--- config.mk ---
export PLATFORM = sky130hd
export DESIGN_NAME = muldiv_unit_flat
export DESIGN_NICKNAME = d
export VERILOG_FILES = /design/src/rtl/muldiv_unit_pkg.sv /design/src/rtl/muldiv_unit_if.sv /design/src/rtl/muldiv_unit.sv /design/src/flat_wrapper.sv
export SDC_FILE = /design/constraint.sdc
export NUM_CORES = 1
export LEC_CHECK = 0
export BUFFER_PORTS_ARGS = -buffer_cell sky130_fd_sc_hd__buf_2
export CAP_MARGIN = 20
export CORE_ASPECT_RATIO = 0.6
export CORE_MARGIN = 2
export CORE_UTILIZATION = 25
export CTS_BUF_LIST = sky130_fd_sc_hd__clkbuf_8
export DETAILED_ROUTE_END_ITERATION = 10
export PLACE_DENSITY = 0.52
export REMOVE_ABC_BUFFERS = 1
export SETUP_SLACK_MARGIN = 0.1
export SKIP_CTS_REPAIR_TIMING = 1
export SLEW_MARGIN = 15
export SYNTH_ARGS = -nofsm -noshare
export SYNTH_HDL_FRONTEND = slang
export SYNTH_SLANG_ARGS = --single-unit
--- constraint.sdc ---
create_clock -name clock -period 5.8 [get_ports clock]
set_clock_uncertainty 0.05 [all_clocks]
set_input_delay 0.87 -clock clock [delete_from_list [all_inputs] [get_ports clock]]
set_output_delay 0.87 -clock clock [all_outputs]
set_load 0.02 [all_outputs]
--- src/rtl/muldiv_unit_pkg.sv ---
// Shared constants for the execute-path multiply/divide engine: widths, the
// controller's ISA opcode map, FSM state encoding and status-register bit indices.
package muldiv_unit_pkg;

    localparam int DATA_W   = 8;
    localparam int BUS_SIZE = DATA_W;
    localparam int CNT_W    = 4;
    localparam int RES_W    = 2 * DATA_W;
    localparam int ACC_W    = 2 * DATA_W + 1;

    localparam logic [CNT_W-1:0] CNT_LOAD = CNT_W'(DATA_W);

    typedef logic [4:0] opcode_t;

    localparam opcode_t OP_NOP  = 5'h00;
    localparam opcode_t OP_ADD  = 5'h01;
    localparam opcode_t OP_SUB  = 5'h02;
    localparam opcode_t OP_MUL  = 5'h03;
    localparam opcode_t OP_DIV  = 5'h04;
    localparam opcode_t OP_AND  = 5'h05;
    localparam opcode_t OP_OR   = 5'h06;
    localparam opcode_t OP_XOR  = 5'h07;
    localparam opcode_t OP_NOT  = 5'h08;
    localparam opcode_t OP_SHL  = 5'h09;
    localparam opcode_t OP_SHR  = 5'h0A;
    localparam opcode_t OP_LD   = 5'h0B;
    localparam opcode_t OP_ST   = 5'h0C;
    localparam opcode_t OP_JMP  = 5'h0D;
    localparam opcode_t OP_BRZ  = 5'h0E;
    localparam opcode_t OP_HALT = 5'h1F;

    typedef enum logic [1:0] {
        ST_IDLE = 2'd0,
        ST_RUN  = 2'd1,
        ST_DONE = 2'd2
    } state_e;

    localparam int SR_DIV0 = 0;
    localparam int SR_Z    = 1;
    localparam int SR_T    = 2;
    localparam int SR_B    = 3;
    localparam int SR_C    = 4;
    localparam int SR_OV   = 5;

    function automatic logic is_muldiv(input opcode_t op);
        return (op == OP_MUL) || (op == OP_DIV);
    endfunction

endpackage

--- src/rtl/muldiv_unit_if.sv ---
// Request/result bundle between the CPU controller (master) and the
// multiply/divide engine (slave).
interface muldiv_unit_if;
    import muldiv_unit_pkg::*;

    logic              start;
    opcode_t           opcode;
    logic [DATA_W-1:0] opA;
    logic [DATA_W-1:0] opB;
    logic [DATA_W-1:0] resultLo;
    logic [DATA_W-1:0] resultHi;
    logic              busy;
    logic              done;
    logic              div0;
    logic              zero;
    logic              ovf;

    modport master (
        output start, opcode, opA, opB,
        input  resultLo, resultHi, busy, done, div0, zero, ovf
    );

    modport slave (
        input  start, opcode, opA, opB,
        output resultLo, resultHi, busy, done, div0, zero, ovf
    );

endinterface

--- src/rtl/muldiv_unit.sv ---
// Iterative unsigned 8x8 multiply (shift-add) and 8/8 divide (restoring),
// one bit per clock, with start/busy/done handshake and status flags.
module muldiv_unit
    import muldiv_unit_pkg::*;
(
    input  logic        clock,
    input  logic        nRst,
    muldiv_unit_if.slave bus
);

    state_e             state_q,  state_d;
    logic [CNT_W-1:0]   cnt_q,    cnt_d;
    logic               is_div_q, is_div_d;
    logic [DATA_W-1:0]  opnd_q,   opnd_d;
    logic [ACC_W-1:0]   acc_q,    acc_d;
    logic [DATA_W-1:0]  res_lo_q, res_lo_d;
    logic [DATA_W-1:0]  res_hi_q, res_hi_d;
    logic               busy_q,   busy_d;
    logic               done_q,   done_d;
    logic               div0_q,   div0_d;
    logic               zero_q,   zero_d;
    logic               ovf_q,    ovf_d;

    logic [DATA_W:0]    mul_sum;
    logic [ACC_W-1:0]   mul_next;
    logic [DATA_W+1:0]  div_shift;
    logic [DATA_W+1:0]  div_diff;
    logic [DATA_W:0]    div_rem;
    logic [ACC_W-1:0]   div_next;
    logic [ACC_W-1:0]   acc_step;

    // Multiply: acc = {carry, hi, multiplier}; add multiplicand on LSB, shift right.
    // Divide:   acc = {rem, quo}; shift left, trial-subtract divisor, restore on borrow.
    always_comb begin
        mul_sum   = acc_q[ACC_W-1:DATA_W] + ({1'b0, opnd_q} & {(DATA_W+1){acc_q[0]}});
        mul_next  = {1'b0, mul_sum, acc_q[DATA_W-1:1]};

        div_shift = {acc_q[ACC_W-1:DATA_W], acc_q[DATA_W-1]};
        div_diff  = div_shift - {2'b00, opnd_q};
        div_rem   = div_diff[DATA_W+1] ? div_shift[DATA_W:0] : div_diff[DATA_W:0];
        div_next  = {div_rem, acc_q[DATA_W-2:0], ~div_diff[DATA_W+1]};

        acc_step  = is_div_q ? div_next : mul_next;
    end

    // NOTE: every _d starts as its _q so no path through the case leaves a
    // variable unassigned, which would otherwise infer a latch.
    always_comb begin
        state_d  = state_q;
        cnt_d    = cnt_q;
        is_div_d = is_div_q;
        opnd_d   = opnd_q;
        acc_d    = acc_q;
        res_lo_d = res_lo_q;
        res_hi_d = res_hi_q;
        busy_d   = busy_q;
        done_d   = 1'b0;
        div0_d   = div0_q;
        zero_d   = zero_q;
        ovf_d    = ovf_q;

        case (state_q)
            ST_IDLE: begin
                if (bus.start && is_muldiv(bus.opcode)) begin
                    is_div_d = (bus.opcode == OP_DIV);
                    div0_d   = 1'b0;
                    zero_d   = 1'b0;
                    ovf_d    = 1'b0;
                    if (is_div_d && (bus.opB == '0)) begin
                        state_d  = ST_DONE;
                        done_d   = 1'b1;
                        res_lo_d = '1;
                        res_hi_d = bus.opA;
                        div0_d   = 1'b1;
                    end else begin
                        state_d  = ST_RUN;
                        busy_d   = 1'b1;
                        cnt_d    = CNT_LOAD;
                        opnd_d   = is_div_d ? bus.opB : bus.opA;
                        acc_d    = {{(DATA_W+1){1'b0}}, (is_div_d ? bus.opA : bus.opB)};
                    end
                end
            end

            ST_RUN: begin
                acc_d = acc_step;
                cnt_d = cnt_q - 1'b1;
                if (cnt_q == CNT_W'(1)) begin
                    state_d  = ST_DONE;
                    busy_d   = 1'b0;
                    done_d   = 1'b1;
                    res_lo_d = acc_step[DATA_W-1:0];
                    res_hi_d = acc_step[RES_W-1:DATA_W];
                    div0_d   = 1'b0;
                    zero_d   = is_div_q ? (acc_step[DATA_W-1:0] == '0)
                                        : (acc_step[RES_W-1:0] == '0);
                    ovf_d    = !is_div_q && (acc_step[RES_W-1:DATA_W] != '0);
                end
            end

            ST_DONE: state_d = ST_IDLE;

            default: state_d = ST_IDLE;
        endcase
    end

    always_ff @(posedge clock or negedge nRst) begin
        if (!nRst) begin
            state_q  <= ST_IDLE;
            cnt_q    <= '0;
            is_div_q <= 1'b0;
            opnd_q   <= '0;
            acc_q    <= '0;
            res_lo_q <= '0;
            res_hi_q <= '0;
            busy_q   <= 1'b0;
            done_q   <= 1'b0;
            div0_q   <= 1'b0;
            zero_q   <= 1'b0;
            ovf_q    <= 1'b0;
        end else begin
            state_q  <= state_d;
            cnt_q    <= cnt_d;
            is_div_q <= is_div_d;
            opnd_q   <= opnd_d;
            acc_q    <= acc_d;
            res_lo_q <= res_lo_d;
            res_hi_q <= res_hi_d;
            busy_q   <= busy_d;
            done_q   <= done_d;
            div0_q   <= div0_d;
            zero_q   <= zero_d;
            ovf_q    <= ovf_d;
        end
    end

    assign bus.resultLo = res_lo_q;
    assign bus.resultHi = res_hi_q;
    assign bus.busy     = busy_q;
    assign bus.done     = done_q;
    assign bus.div0     = div0_q;
    assign bus.zero     = zero_q;
    assign bus.ovf      = ovf_q;

endmodule
--- src/flat_wrapper.sv ---
// flat-port wrapper written by rule: the top's interface ports become plain ports
module muldiv_unit_flat import muldiv_unit_pkg::*;
  (clock, nRst, bus_start, bus_opcode, bus_opA, bus_opB, bus_resultLo, bus_resultHi, bus_busy, bus_done, bus_div0, bus_zero, bus_ovf);
  muldiv_unit_if bus_i ();
  input  logic clock;
  input  logic nRst;
  input wire logic [$bits(bus_i.start)-1:0] bus_start;
  input wire logic [$bits(bus_i.opcode)-1:0] bus_opcode;
  input wire logic [$bits(bus_i.opA)-1:0] bus_opA;
  input wire logic [$bits(bus_i.opB)-1:0] bus_opB;
  output wire logic [$bits(bus_i.resultLo)-1:0] bus_resultLo;
  output wire logic [$bits(bus_i.resultHi)-1:0] bus_resultHi;
  output wire logic [$bits(bus_i.busy)-1:0] bus_busy;
  output wire logic [$bits(bus_i.done)-1:0] bus_done;
  output wire logic [$bits(bus_i.div0)-1:0] bus_div0;
  output wire logic [$bits(bus_i.zero)-1:0] bus_zero;
  output wire logic [$bits(bus_i.ovf)-1:0] bus_ovf;
  assign bus_i.start = bus_start;
  assign bus_i.opcode = bus_opcode;
  assign bus_i.opA = bus_opA;
  assign bus_i.opB = bus_opB;
  assign bus_resultLo = bus_i.resultLo;
  assign bus_resultHi = bus_i.resultHi;
  assign bus_busy = bus_i.busy;
  assign bus_done = bus_i.done;
  assign bus_div0 = bus_i.div0;
  assign bus_zero = bus_i.zero;
  assign bus_ovf = bus_i.ovf;
  muldiv_unit u_core (.clock(clock), .nRst(nRst), .bus(bus_i));
endmodule
==> summary.txt, run 1 <==
Outcome
  • Outcome: completed

Yosys
  • Area fraction in compound gates after synthesis: 22.8%
  • Synth Instances: 401
  • Synth Area in Simple Gates: 20.4%
  • Post-Syn Area per Cell: 8.74 sq um
  • Post-Synth Adder-Cell Area: 7.57%
  • Post-synth EDFFs: 0
  • Largest family of logic cells by synthesized area: compound AO/OA/AOI/OAI gates
  • Main synth FF type: dfrtp_1
  • Async set-or-reset flop fraction in the synthesized netlist: 100%
  • Yosys reg bits: 53
  • YS warnings: 0
  • Post-synthesis mux area share: 4.00%
  • Syn Std Cell Area: 0.00351 sq mm
  • XOR/XNOR share of the synthesized area: 3.00%
  • Seq/Total Area, Yosys: 37.8%
  • Post-synthesis cell type count: 61

Floorplanning
  • Die ar.: 0.0150 sq mm
  • Die Width: 157 um
  • I/O pins: 45
  • Die Height: 95.7 um
  • Rows: 33
  • Core area: 0.0137 sq mm
  • Starting Density: 25.7%

Routing
  • Routed wire length per instance: 16.3 um
  • Drt pass-1 iters: 5
  • Drt via density: 4.86
  • Post-Route WL: 10.3 mm
  • # DRC: 0
  • Post-route ant nets: 0
  • Vias: 3069
  • Initial DRC Count: 228

STA
  • F_max: 290 MHz
  • Final min period: 3.45 ns
  • Final Slew Violations: 0
  • RSZ-0062 raised after global routing: false
  • Slew HR: 26.4%
  • Fin crit share: 59.5%
  • Setup violations, final: 0
  • Fin Setup TNS: 0 ns
  • Final Hold Fails: 0
  • Slew @ Worst Pin: 1.10 ns

Global route
  • First-pass GRT wire length: 16.1 mm
  • Vias in the first global route: 2888
  • Grt ovf: 0
  • Initial antenna violation count: 0
  • Largest net degree at the start of global routing: 54
  • GRT Util Overall: 14.1%

Worst setup path
  • CP top delay family: compound AO/OA/AOI/OAI gates
  • Crit. End Element: flip-flop
  • CP Max Fanout: 7
  • Critical path's largest stage delay: 0.59 ns
  • Crit path depth: 9
  • Critical Path AT: 3.62 ns
  • Setup CP Type: reg -> reg
  • CP Cell Sequence: ha_1, nand4_1, a211oi_2, o21ai_0, o2111ai_1, a31oi_1, a2111oi_2, a41oi_2, o31ai_1
  • Reg2Reg Depth: 9
  • WP buf/inv: 0
  • Critical path's slowest cell: a2111oi_2
  • CP required: 5.97 ns
  • Critical path startpoint category: flip-flop

CTS
  • Longest Clk Path Bufs: 2
  • Skew-Pair Late Insertion Delay: 0.32 ns
  • Clock transition at path regs: 0.10 ns
  • CTS tree: yes
  • CTS buffer count: 5
  • CTS Root Cell: clkbuf_8
  • # H-tree levels: 2
  • Sink Count: 53

Placed design
  • Area after detailed placement: 0.00391 sq mm
  • Gp weighted congestion: 0.833
  • IO buf count: 44
  • Dpl hpwl: 7.86 mm

Finish
  • Cell area after layout: 0.00399 sq mm
  • Fillers: 1477
  • Inserted Diodes: 0
  • Layout cells sized above 1: 16.4%
  • Area grow syn2layout: 13.9%
  • Nets: 482

Worst hold path
  • Worst min path class: reg -> reg
  • Hold Crit Depth: 2

Power and ir drop
  • Maximum VDD drop: 0.170 mV
  • Pwr per Cell Area: 527 mW/mm^2
  • Static leakage: 1.82 nW

Job
  • Max-cap violations: 0
[through the flow]
| stage | worst slack [ns] | total power [mW] | hold slack (ns) | std cells | util [%] |
|---|---|---|---|---|---|
| global placement | 2.38 | 1.85 | 0.414 | 623 | 28.6 |
| detailed placement | 2.23 | 1.89 | 0.421 | 623 | 28.6 |
| floorplan | 2.71 | 1.52 | 0.400 | 382 | - |
| CTS | 2.41 | 2.10 | 0.444 | 631 | 29.2 |
| global route | 2.15 | 2.27 | 0.469 | 631 | 29.2 |
| finish | 2.35 | 2.10 | 0.441 | 631 | 29.2 |
[state kept, by name, indices dropped and copies added, names as in the netlist]
signal	flops
u_core.bus.zero	1
u_core.bus.busy	1
u_core.is_div_q	1
u_core.bus.done	1
u_core.bus.resultHi	8
u_core.opnd_q	8
u_core.bus.div0	1
u_core.bus.resultLo	8
u_core.bus.ovf	1
u_core.cnt_q	4
u_core.acc_q	17
u_core.state_q	2
[layout make-up]
cell class                 count  area, sq um  area share, %
multi-input combinational    312         2020           50.7
sequential                    53         1330           33.2
timing repair buffer          49          258           6.46
tap                          192          240           6.02
clock buffer                   5         68.8           1.72
inverter                      17         63.8           1.60
clock inverter                 3         11.3          0.282
[layer usage]
layer,vias to the layer above,global-route usage [%],wire [um]
met4,0,1.45,21
met5,-,0,0
met2,91,18.9,3950
met1,1481,23.1,5600
met3,3,3.06,681
li1,1494,-,-
[tightest hold or removal path: cells and delay by family (launching register included)]
family,cells,cell delay [ns]
simple gates,1,0.05
flops,1,0.35
compound gates,1,0.06
[worst paths after layout]
path	start	to	slack, ns
max	u_core.acc_q[13]	u_core.bus.zero	2.35
min	u_core.acc_q[7]	u_core.acc_q[7]	0.44
max reg2reg	u_core.acc_q[13]	u_core.bus.zero	2.35
min reg2reg	u_core.acc_q[7]	u_core.acc_q[7]	0.44
max in group asynchronous	nRst	u_core.bus.resultHi[3]	4.59
min in group asynchronous	nRst	u_core.cnt_q[1]	0.61
[power by group]
group | internal (mW) | total [mW] | switching, mW
sequential | 0.499 | 0.635 | 0.136
clock | 0.0811 | 0.208 | 0.127
combinational | 0.479 | 1.26 | 0.781
[kinds of logic after synthesis]
family	after synthesis
AOI/OAI and AO/OA	114
buffers and inverters	36
DFF	53
adders and majority gates	20
muxes	14
xor gates and xnor gates	12
and+or+nand+nor	152
[cells in the final DEF, fill, tap and decap left out, drive strengths merged, types with 11 or more instances in the layout]
cell / n
a211oi: 11
a21oi: 23
buf: 49
dfrtp: 53
ha: 18
inv: 20
mux2i: 14
nand2: 63
nor2: 37
o21ai: 32
[cell usage after synthesis, types with 3 or more instances]
cell	number	area share, %
nor4_1	4	0.71
o31ai_1	7	1.5
or3_1	3	0.54
a211oi_1	10	2.1
nor2b_1	8	1.4
dfrtp_1	53	38
and3_1	7	1.2
o21ai_1	7	1.0
clkbuf_1	8	0.86
o21a_1	4	0.86
xor2_1	3	0.75
a21oi_1	21	3.0
a21o_1	5	1.1
xnor2_1	9	2.2
inv_1	17	1.8
nand2_1	63	6.7
mux2i_1	14	4.0
nor3_1	4	0.57
o21ai_0	25	3.6
buf_2	7	1.0
ha_1	18	6.4
nand3_1	5	0.71
nor2_1	36	3.9
and2_1	9	1.6
a31oi_1	8	1.4
o21bai_1	3	0.64
No activity file was read; power rests on OpenSTA's default activity.
==> run 2, diff against run 1 <==
Settings changed: ABC_AREA set to 1, PLACE_DENSITY 0.52 to 0.53.
Clock period 5.8 ns to 3.07 ns, I/O delays scaled along.
==> run 2 against run 1 <==
Against the previous run: non-clock buffer count increased by 5; first-iteration DRC count increased by 22%; critical endpoint is now u_core.acc_q[0]; cell count increased by 18%; largest cell class unchanged; critical path depth increased by 5; via count increased by 14%; synthesized cell count increased by 26%.
==> summary.txt, run 2 <==
Worst setup path
  • R2R Path Start: u_core.acc_q[10] (was u_core.acc_q[13])
  • Reg2reg setup slack: 0.51 ns (was 2.35 ns)
  • CP required: 3.21 ns (was 5.97 ns)
  • CP Max Fanout: 8 (was 7)
  • Crit. End Element: flip-flop (unchanged)
  • Critical path startpoint category: flip-flop (unchanged)
  • Critical R2R Capture: u_core.acc_q[0] (was u_core.bus.zero)
  • Critical Path AT: 2.70 ns (was 3.62 ns)
  • Setup CP Type: reg -> reg (unchanged)
  • Reg2Reg Depth: 14 (was 9)

Floorplanning
  • Core area: 0.0138 sq mm (was 0.0137 sq mm)
  • I/O pins: 45 (unchanged)
  • Die ar.: 0.0153 sq mm (was 0.0150 sq mm)
  • Starting Density: 25.9% (was 25.7%)
  • Die Height: 96.8 um (was 95.7 um)
  • Rows: 33 (unchanged)
  • Die Width: 159 um (was 157 um)

Placed design
  • Dpl hpwl: 8.94 mm (was 7.86 mm)
  • Post-Place Setup Slack: 0.575 ns (was 2.23 ns)
  • IO buf count: 44 (unchanged)
  • Gp weighted congestion: 0.901 (was 0.833)

Global route
  • First-pass GRT wire length: 18.2 mm (was 16.1 mm)
  • Initial antenna violation count: 0 (unchanged)
  • Vias in the first global route: 3353 (was 2888)
  • Largest net degree at the start of global routing: 33 (was 54)
  • GRT Util Overall: 15.2% (was 14.1%)
  • Grt ovf: 0 (unchanged)

Yosys
  • Yosys reg bits: 53 (unchanged)
  • Post-synth EDFFs: 0 (unchanged)
  • Post-synth top area cell: dfrtp_1 (unchanged)
  • Seq/Total Area, Yosys: 37.0% (was 37.8%)
  • Main synth FF type: dfrtp_1 (unchanged)
  • YS warnings: 0 (unchanged)
  • Most frequent cell after synthesis: nand2_1 (unchanged)
  • Top-area cell type share of the netlist area: 37.0% (was 37.8%)
  • Syn Std Cell Area: 0.00359 sq mm (was 0.00351 sq mm)
  • Post-Syn Area per Cell: 7.09 sq um (was 8.74 sq um)
  • Async set-or-reset flop fraction in the synthesized netlist: 100% (unchanged)
  • Commonest cells post-synth: nand2_1, inv_1, dfrtp_1 (was nand2_1, dfrtp_1, nor2_1)
  • Post-synthesis cell type count: 38 (was 61)
  • Synth Instances: 506 (was 401)
  • Dominant cells by area after synthesis: dfrtp_1, nand2_1, inv_1 (was dfrtp_1, nand2_1, ha_1)

Worst hold path
  • Worst min path class: in -> async (was reg -> reg)

Finish
  • Largest register FFs: 17 (unchanged)
  • Nets: 596 (was 482)
  • Commonest non-fill, non-tap cell in the layout: nand2_1 (unchanged)
  • Most frequent cells in the layout: nand2_1, inv_1, dfrtp_1, nor2_1, buf_2 (was nand2_1, dfrtp_1, buf_2, nor2_1, o21ai_0)
  • Layout cells sized above 1: 15.4% (was 16.4%)
  • Largest register by flop count: u_core.acc_q (unchanged)
  • Inserted Diodes: 0 (unchanged)
  • Area grow syn2layout: 16.3% (was 13.9%)

CTS
  • Longest Clk Path Bufs: 2 (unchanged)
  • Sink Count: 53 (unchanged)
  • CTS Root Cell: clkbuf_8 (unchanged)
  • # H-tree levels: 2 (unchanged)
  • CTS buffer count: 5 (unchanged)
  • CTS tree: yes (unchanged)
  • Skew-Pair Late Insertion Delay: 0.32 ns (about the same)
  • Clock transition at path regs: 0.11 ns (was 0.10 ns)

STA
  • F_max: 391 MHz (was 290 MHz)
  • Final Slew Violations: 0 (unchanged)
  • Fin crit share: 83.4% (was 59.5%)
  • Setup WS post-layout: 0.510 ns (was 2.35 ns)
  • Setup violations, final: 0 (unchanged)
  • Fin Setup TNS: 0 ns (unchanged)
  • Slew @ Worst Pin: 0.773 ns (was 1.10 ns)
  • Slew HR: 48.5% (was 26.4%)
  • RSZ-0062 raised after global routing: false (unchanged)
  • Final Hold Fails: 0 (unchanged)
  • Worst hold margin: 0.147 ns (was 0.441 ns)
  • Final min period: 2.56 ns (was 3.45 ns)

Routing
  • Routed wire length per instance: 14.9 um (was 16.3 um)
  • Drt via density: 4.69 (was 4.86)
  • # DRC: 0 (unchanged)
  • Vias: 3496 (was 3069)
  • Post-route ant nets: 0 (unchanged)
  • Post-Route WL: 11.1 mm (was 10.3 mm)
  • Drt pass-1 iters: 4 (was 5)
  • Initial DRC Count: 278 (was 228)

Power and ir drop
  • Pwr per Cell Area: 1080 mW/mm^2 (was 527 mW/mm^2)
  • Maximum VDD drop: 0.304 mV (was 0.170 mV)
  • Static leakage: 2.15 nW (was 1.82 nW)

Outcome
  • Outcome: completed (unchanged)

Job
  • Max-cap violations: 0 (unchanged)
-- run 2: changes by cell type after synthesis, sizes merged, moves of 7 or more --
cell    previous run  this run
o21ai             32        47
o211ai             2        13
nand3              5        30
xnor2              9         0
nor2b              8         0
a211oi            11         1
nand2             63       151
nor2              37        47
and3               7         0
inv               17        66
and2               9         1
mux2i             14         0
-- run 2: power by group --
part           switching [mW]  internal [mW]
Clock                   0.254          0.266
Sequential              0.233          0.969
Combinational            1.83          0.938
-- run 2: stage by stage --
stage / std cells / utilization (%) / total power, mW / instance area [sq um]
floorplan: 491 / - / 3.09 / 3510
global placement: 737 / 29.3 / 3.92 / 4050
detailed placement: 737 / 29.3 / 3.93 / 4050
CTS: 745 / 30.1 / 4.47 / 4170
global route: 745 / 30.1 / 4.97 / 4170
finish: 745 / 30.1 / 4.49 / 4170
-- run 2: how the worst max path moves through the flow --
| stage | start | endpoint | slack, ns | cells past startpoint |
|---|---|---|---|---|
| floorplan | bus_opcode[0] | u_core.acc_q[0] | 0.74 | 12 |
| CTS | u_core.acc_q[10] | u_core.bus.zero | 0.54 | 18 |
| detailed placement | u_core.acc_q[10] | u_core.bus.ovf | 0.57 | 17 |
| global placement | u_core.acc_q[0] | u_core.bus.zero | 0.59 | 17 |
| global route | u_core.acc_q[10] | u_core.bus.zero | 0.22 | 18 |
| finish | u_core.acc_q[10] | u_core.acc_q[0] | 0.51 | 14 |
-- run 2: area by class of cell --
| class | count | area [sq um] |
|---|---|---|
| well taps | 192 | 240 |
| multi-input cells | 370 | 1930 |
| inverters | 68 | 256 |
| fillers | 1537 | 9660 |
| clock inverters | 2 | 37.5 |
| flip-flops and latches | 53 | 1330 |
| clock buffers | 6 | 82.6 |
| repair buffers | 54 | 295 |
-- run 2: critical path, stage by stage (launching register included) --
cell and delay [ns]:
dfrtp_1 0.46, ha_1 0.38, nand2_1 0.15, clkinv_1 0.07, nand2_1 0.06, nand2_1 0.07
nand2_1 0.10, nand3_1 0.09, nand2_1 0.11, nand2_2 0.13, nand2_1 0.12, o21ai_0 0.16
or2_2 0.34, nand2_1 0.07, o21ai_1 0.06
-- run 2: layer usage --
| layer | GRT usage [%] | vias to the layer above | part of all wire, % |
|---|---|---|---|
| li1 | - | 1732 | - |
| met1 | 27.3 | 1643 | 59 |
| met2 | 18.3 | 119 | 35 |
| met3 | 3.00 | 2 | 6.7 |
| met4 | 0.832 | 0 | 0.14 |
| met5 | 0 | - | 0 |
-- run 2: cell families (layout without fill, tap and decap cells) --
logic type | after synthesis | after routing | share of synthesized area (%)
fa+ha+maj | 20 | 20 | 7.40
xor+xnor | 7 | 7 | 1.71
buf+inv | 83 | 130 | 9.14
flops | 53 | 53 | 37.0
simple gates | 247 | 247 | 29.5
compound gates | 96 | 96 | 15.3
==> run 3, diff against run 2 <==
Clock period 3.07 ns to 2.25 ns, I/O delays scaled along.
==> run 3 against run 2 <==
Against the previous run: the run now ends with negative setup slack left; critical endpoint is now u_core.bus.ovf; design area rose by 24%; critical path depth rose by 2; maximum frequency rose by 11%; first-iteration DRC count rose by 4.3%; highest routed layer unchanged; combinational power rose by 130%; total power rose by 88%.
==> summary.txt, run 3 (synthesis gave the netlist of run 2 again) <==
Worst hold path
  • Worst min path class: in -> reg (was in -> async)

Routing
  • Met3 wire length: 1.19 mm (was 744 um)
  • Wl on met1: 6.66 mm (was 6.50 mm)
  • Drt pass-1 iters: 5 (was 4)
  • Top Layer Used: met4 (unchanged)
  • Post-Route WL: 12.7 mm (was 11.1 mm)
  • Routed wire length per instance: 15.8 um (was 14.9 um)
  • Post-route ant nets: 0 (unchanged)
  • # DRC: 0 (unchanged)
  • Drt via density: 4.66 (was 4.69)
  • Initial DRC Count: 290 (was 278)
  • Vias: 3746 (was 3496)
  • WL met2: 4.72 mm (was 3.85 mm)

Worst setup path
  • Critical Path AT: 2.48 ns (was 2.70 ns)
  • Setup CP Type: reg -> reg (unchanged)
  • CP required: 2.43 ns (was 3.21 ns)
  • CP Cell Sequence: inv_2, ha_4, inv_4, fa_2, nand3_4, a21oi_4, o21ai_1, nand2_1, nand3_2, nand2_2, nor2_4, nand2_2, nor2_2, nand2_1, nand3_1, nand2_1 (was ha_1, nand2_1, clkinv_1, nand2_1, nand2_1, nand2_1, nand3_1, nand2_1, nand2_2, nand2_1, o21ai_0, or2_2, nand2_1, o21ai_1)
  • CP Max Fanout: 2 (was 8)
  • Critical path startpoint category: flip-flop (unchanged)
  • Critical path's largest stage delay: 0.43 ns (was 0.46 ns)
  • Most used cell, CP: nand2_1 (unchanged)
  • Critical path's slowest cell: dfrtp_1 (unchanged)
  • WP buf/inv: 2 (was 1)
  • Crit. End Element: flip-flop (unchanged)
  • CP top delay family: simple AND/OR/NAND/NOR gates (unchanged)

Finish
  • Area grow syn2layout: 43.9% (was 16.3%)
  • Layout cells sized above 1: 38.4% (was 15.4%)
  • Commonest non-fill, non-tap cell in the layout: nand2_1 (unchanged)
  • Multi-input combinational cell area: 0.00245 sq mm (was 0.00193 sq mm)
  • Post-layout util: 37.3% (was 30.1%)
  • Largest register by flop count: u_core.acc_q (unchanged)
  • Nets: 655 (was 596)
  • Sequential Area: 0.00133 sq mm (about the same)
  • Fillers: 1455 (was 1537)
  • Most frequent cells in the layout: nand2_1, buf_4, dfrtp_1, inv_1, buf_2 (was nand2_1, inv_1, dfrtp_1, nor2_1, buf_2)
  • Inserted Diodes: 0 (unchanged)
  • Largest register FFs: 17 (unchanged)

CTS
  • CTS buffer count: 5 (unchanged)
  • CTS tree: yes (unchanged)
  • Sink Count: 53 (unchanged)
  • Longest Clk Path Bufs: 2 (unchanged)
  • Clock transition at path regs: 0.11 ns (about the same)
  • # H-tree levels: 2 (unchanged)
  • CTS Root Cell: clkbuf_8 (unchanged)
  • Skew-Pair Late Insertion Delay: 0.33 ns (was 0.32 ns)

Power and ir drop
  • Pwr per Cell Area: 1640 mW/mm^2 (was 1080 mW/mm^2)
  • Sequential Power Share: 19.3% (was 26.8%)
  • Switching Share: 49.6% (was 51.6%)
  • Static leakage: 2.50 nW (was 2.15 nW)
  • Clock share of power: 7.1% (was 11.6%)
  • Int Power: 4.26 mW (was 2.17 mW)
  • Maximum VDD drop: 0.493 mV (was 0.304 mV)
  • Combinational share of power: 73.7% (was 61.6%)
  • Net switching power: 4.20 mW (was 2.31 mW)

Floorplanning
  • Die Width: 159 um (unchanged)
  • Rows: 33 (unchanged)
  • Starting Density: 25.9% (unchanged)
  • Die Height: 96.8 um (unchanged)
  • Die ar.: 0.0153 sq mm (unchanged)
  • I/O pins: 45 (unchanged)
  • Core area: 0.0138 sq mm (unchanged)

STA
  • Fin crit share: 102% (was 83.4%)
  • Final Slew Violations: 0 (unchanged)
  • Final min period: 2.30 ns (was 2.56 ns)
  • Setup WS post-layout: -0.0509 ns (was 0.510 ns)
  • Setup violations, final: 2 (was 0)
  • Final Hold Fails: 0 (unchanged)
  • Slew HR: 64.2% (was 48.5%)
  • Fin Setup TNS: -0.101 ns (was 0 ns)
  • F_max: 435 MHz (was 391 MHz)
  • Slew @ Worst Pin: 0.531 ns (was 0.773 ns)
  • RSZ-0062 raised after global routing: true (was false)

Placed design
  • Dpl hpwl: 9.47 mm (was 8.94 mm)
  • Gp weighted congestion: 0.983 (was 0.901)
  • IO buf count: 44 (unchanged)

Global route
  • Initial antenna violation count: 0 (unchanged)
  • Vias in the first global route: 3430 (was 3353)
  • Grt ovf: 0 (unchanged)
  • First-pass GRT wire length: 18.9 mm (was 18.2 mm)
  • GRT Util Overall: 16.2% (was 15.2%)
  • Largest net degree at the start of global routing: 37 (was 33)

Outcome
  • Violated checks: negative setup slack
  • Outcome: complete, but fails checks (was completed)

Job
  • Max-cap violations: 0 (unchanged)
==> run 3: layout make-up <==
| type | count | area share (%) |
|---|---|---|
| timing repair buffer | 113 | 15.2 |
| clock buffer | 5 | 1.33 |
| tap | 192 | 4.66 |
| multi-input combinational | 370 | 47.5 |
| sequential | 53 | 25.7 |
| inverter | 68 | 5.09 |
| clock inverter | 3 | 0.485 |
==> run 3: tightest hold or removal path: cells and delay by family <==
family	cells	cell delay, ns
buffers and inverters	1	0.11
and+or+nand+nor	1	0.06
AOI/OAI and AO/OA	1	0.07
==> run 3: stage by stage <==
step | worst slack [ns] | area [sq um] | instances | power (mW) | hold slack (ns)
floorplan | 0.0447 | 3510 | 491 | 4.22 | -0.00809
global placement | -0.236 | 4430 | 783 | 6.18 | 0.251
detailed placement | -0.213 | 4430 | 783 | 6.21 | 0.263
CTS | -0.235 | 4530 | 791 | 6.84 | -0.102
global route | -0.170 | 5160 | 804 | 9.14 | 0.263
finish | -0.0509 | 5160 | 804 | 8.45 | 0.238
==> run 3: worst paths after layout <==
| path | start | to | slack, ns | cells after the start |
|---|---|---|---|---|
| worst max-delay path | u_core.acc_q[7] | u_core.bus.ovf | -0.05 | 16 |
| worst min-delay path | bus_opB[0] | u_core.opnd_q[0] | 0.24 | 3 |
| worst max register to register | u_core.acc_q[7] | u_core.bus.ovf | -0.05 | 16 |
| worst min register to register | u_core.bus.resultLo[5] | u_core.bus.resultLo[5] | 0.43 | 2 |
| max in group asynchronous | nRst | u_core.acc_q[8] | 1.13 | 3 |
| min in group asynchronous | nRst | u_core.bus.resultHi[6] | 0.43 | 2 |
==> run 3: power by group through the flow <==
stage                     Clock [mW]  Sequential, mW  Combinational [mW]
after floorplan                    0            1.72                2.51
after global placement             0            1.58                4.60
after detailed placement           0            1.59                4.62
after CTS                      0.621            1.58                4.64
after global routing           0.651            1.67                6.82
final                          0.597            1.63                6.23
==> run 3: layer usage <==
metal  up-vias  global-route usage (%)
met5         -                       0
met3        10                    4.84
met4         0                    2.49
met2       142                    19.0
li1       1846                       -
met1      1748                    27.7
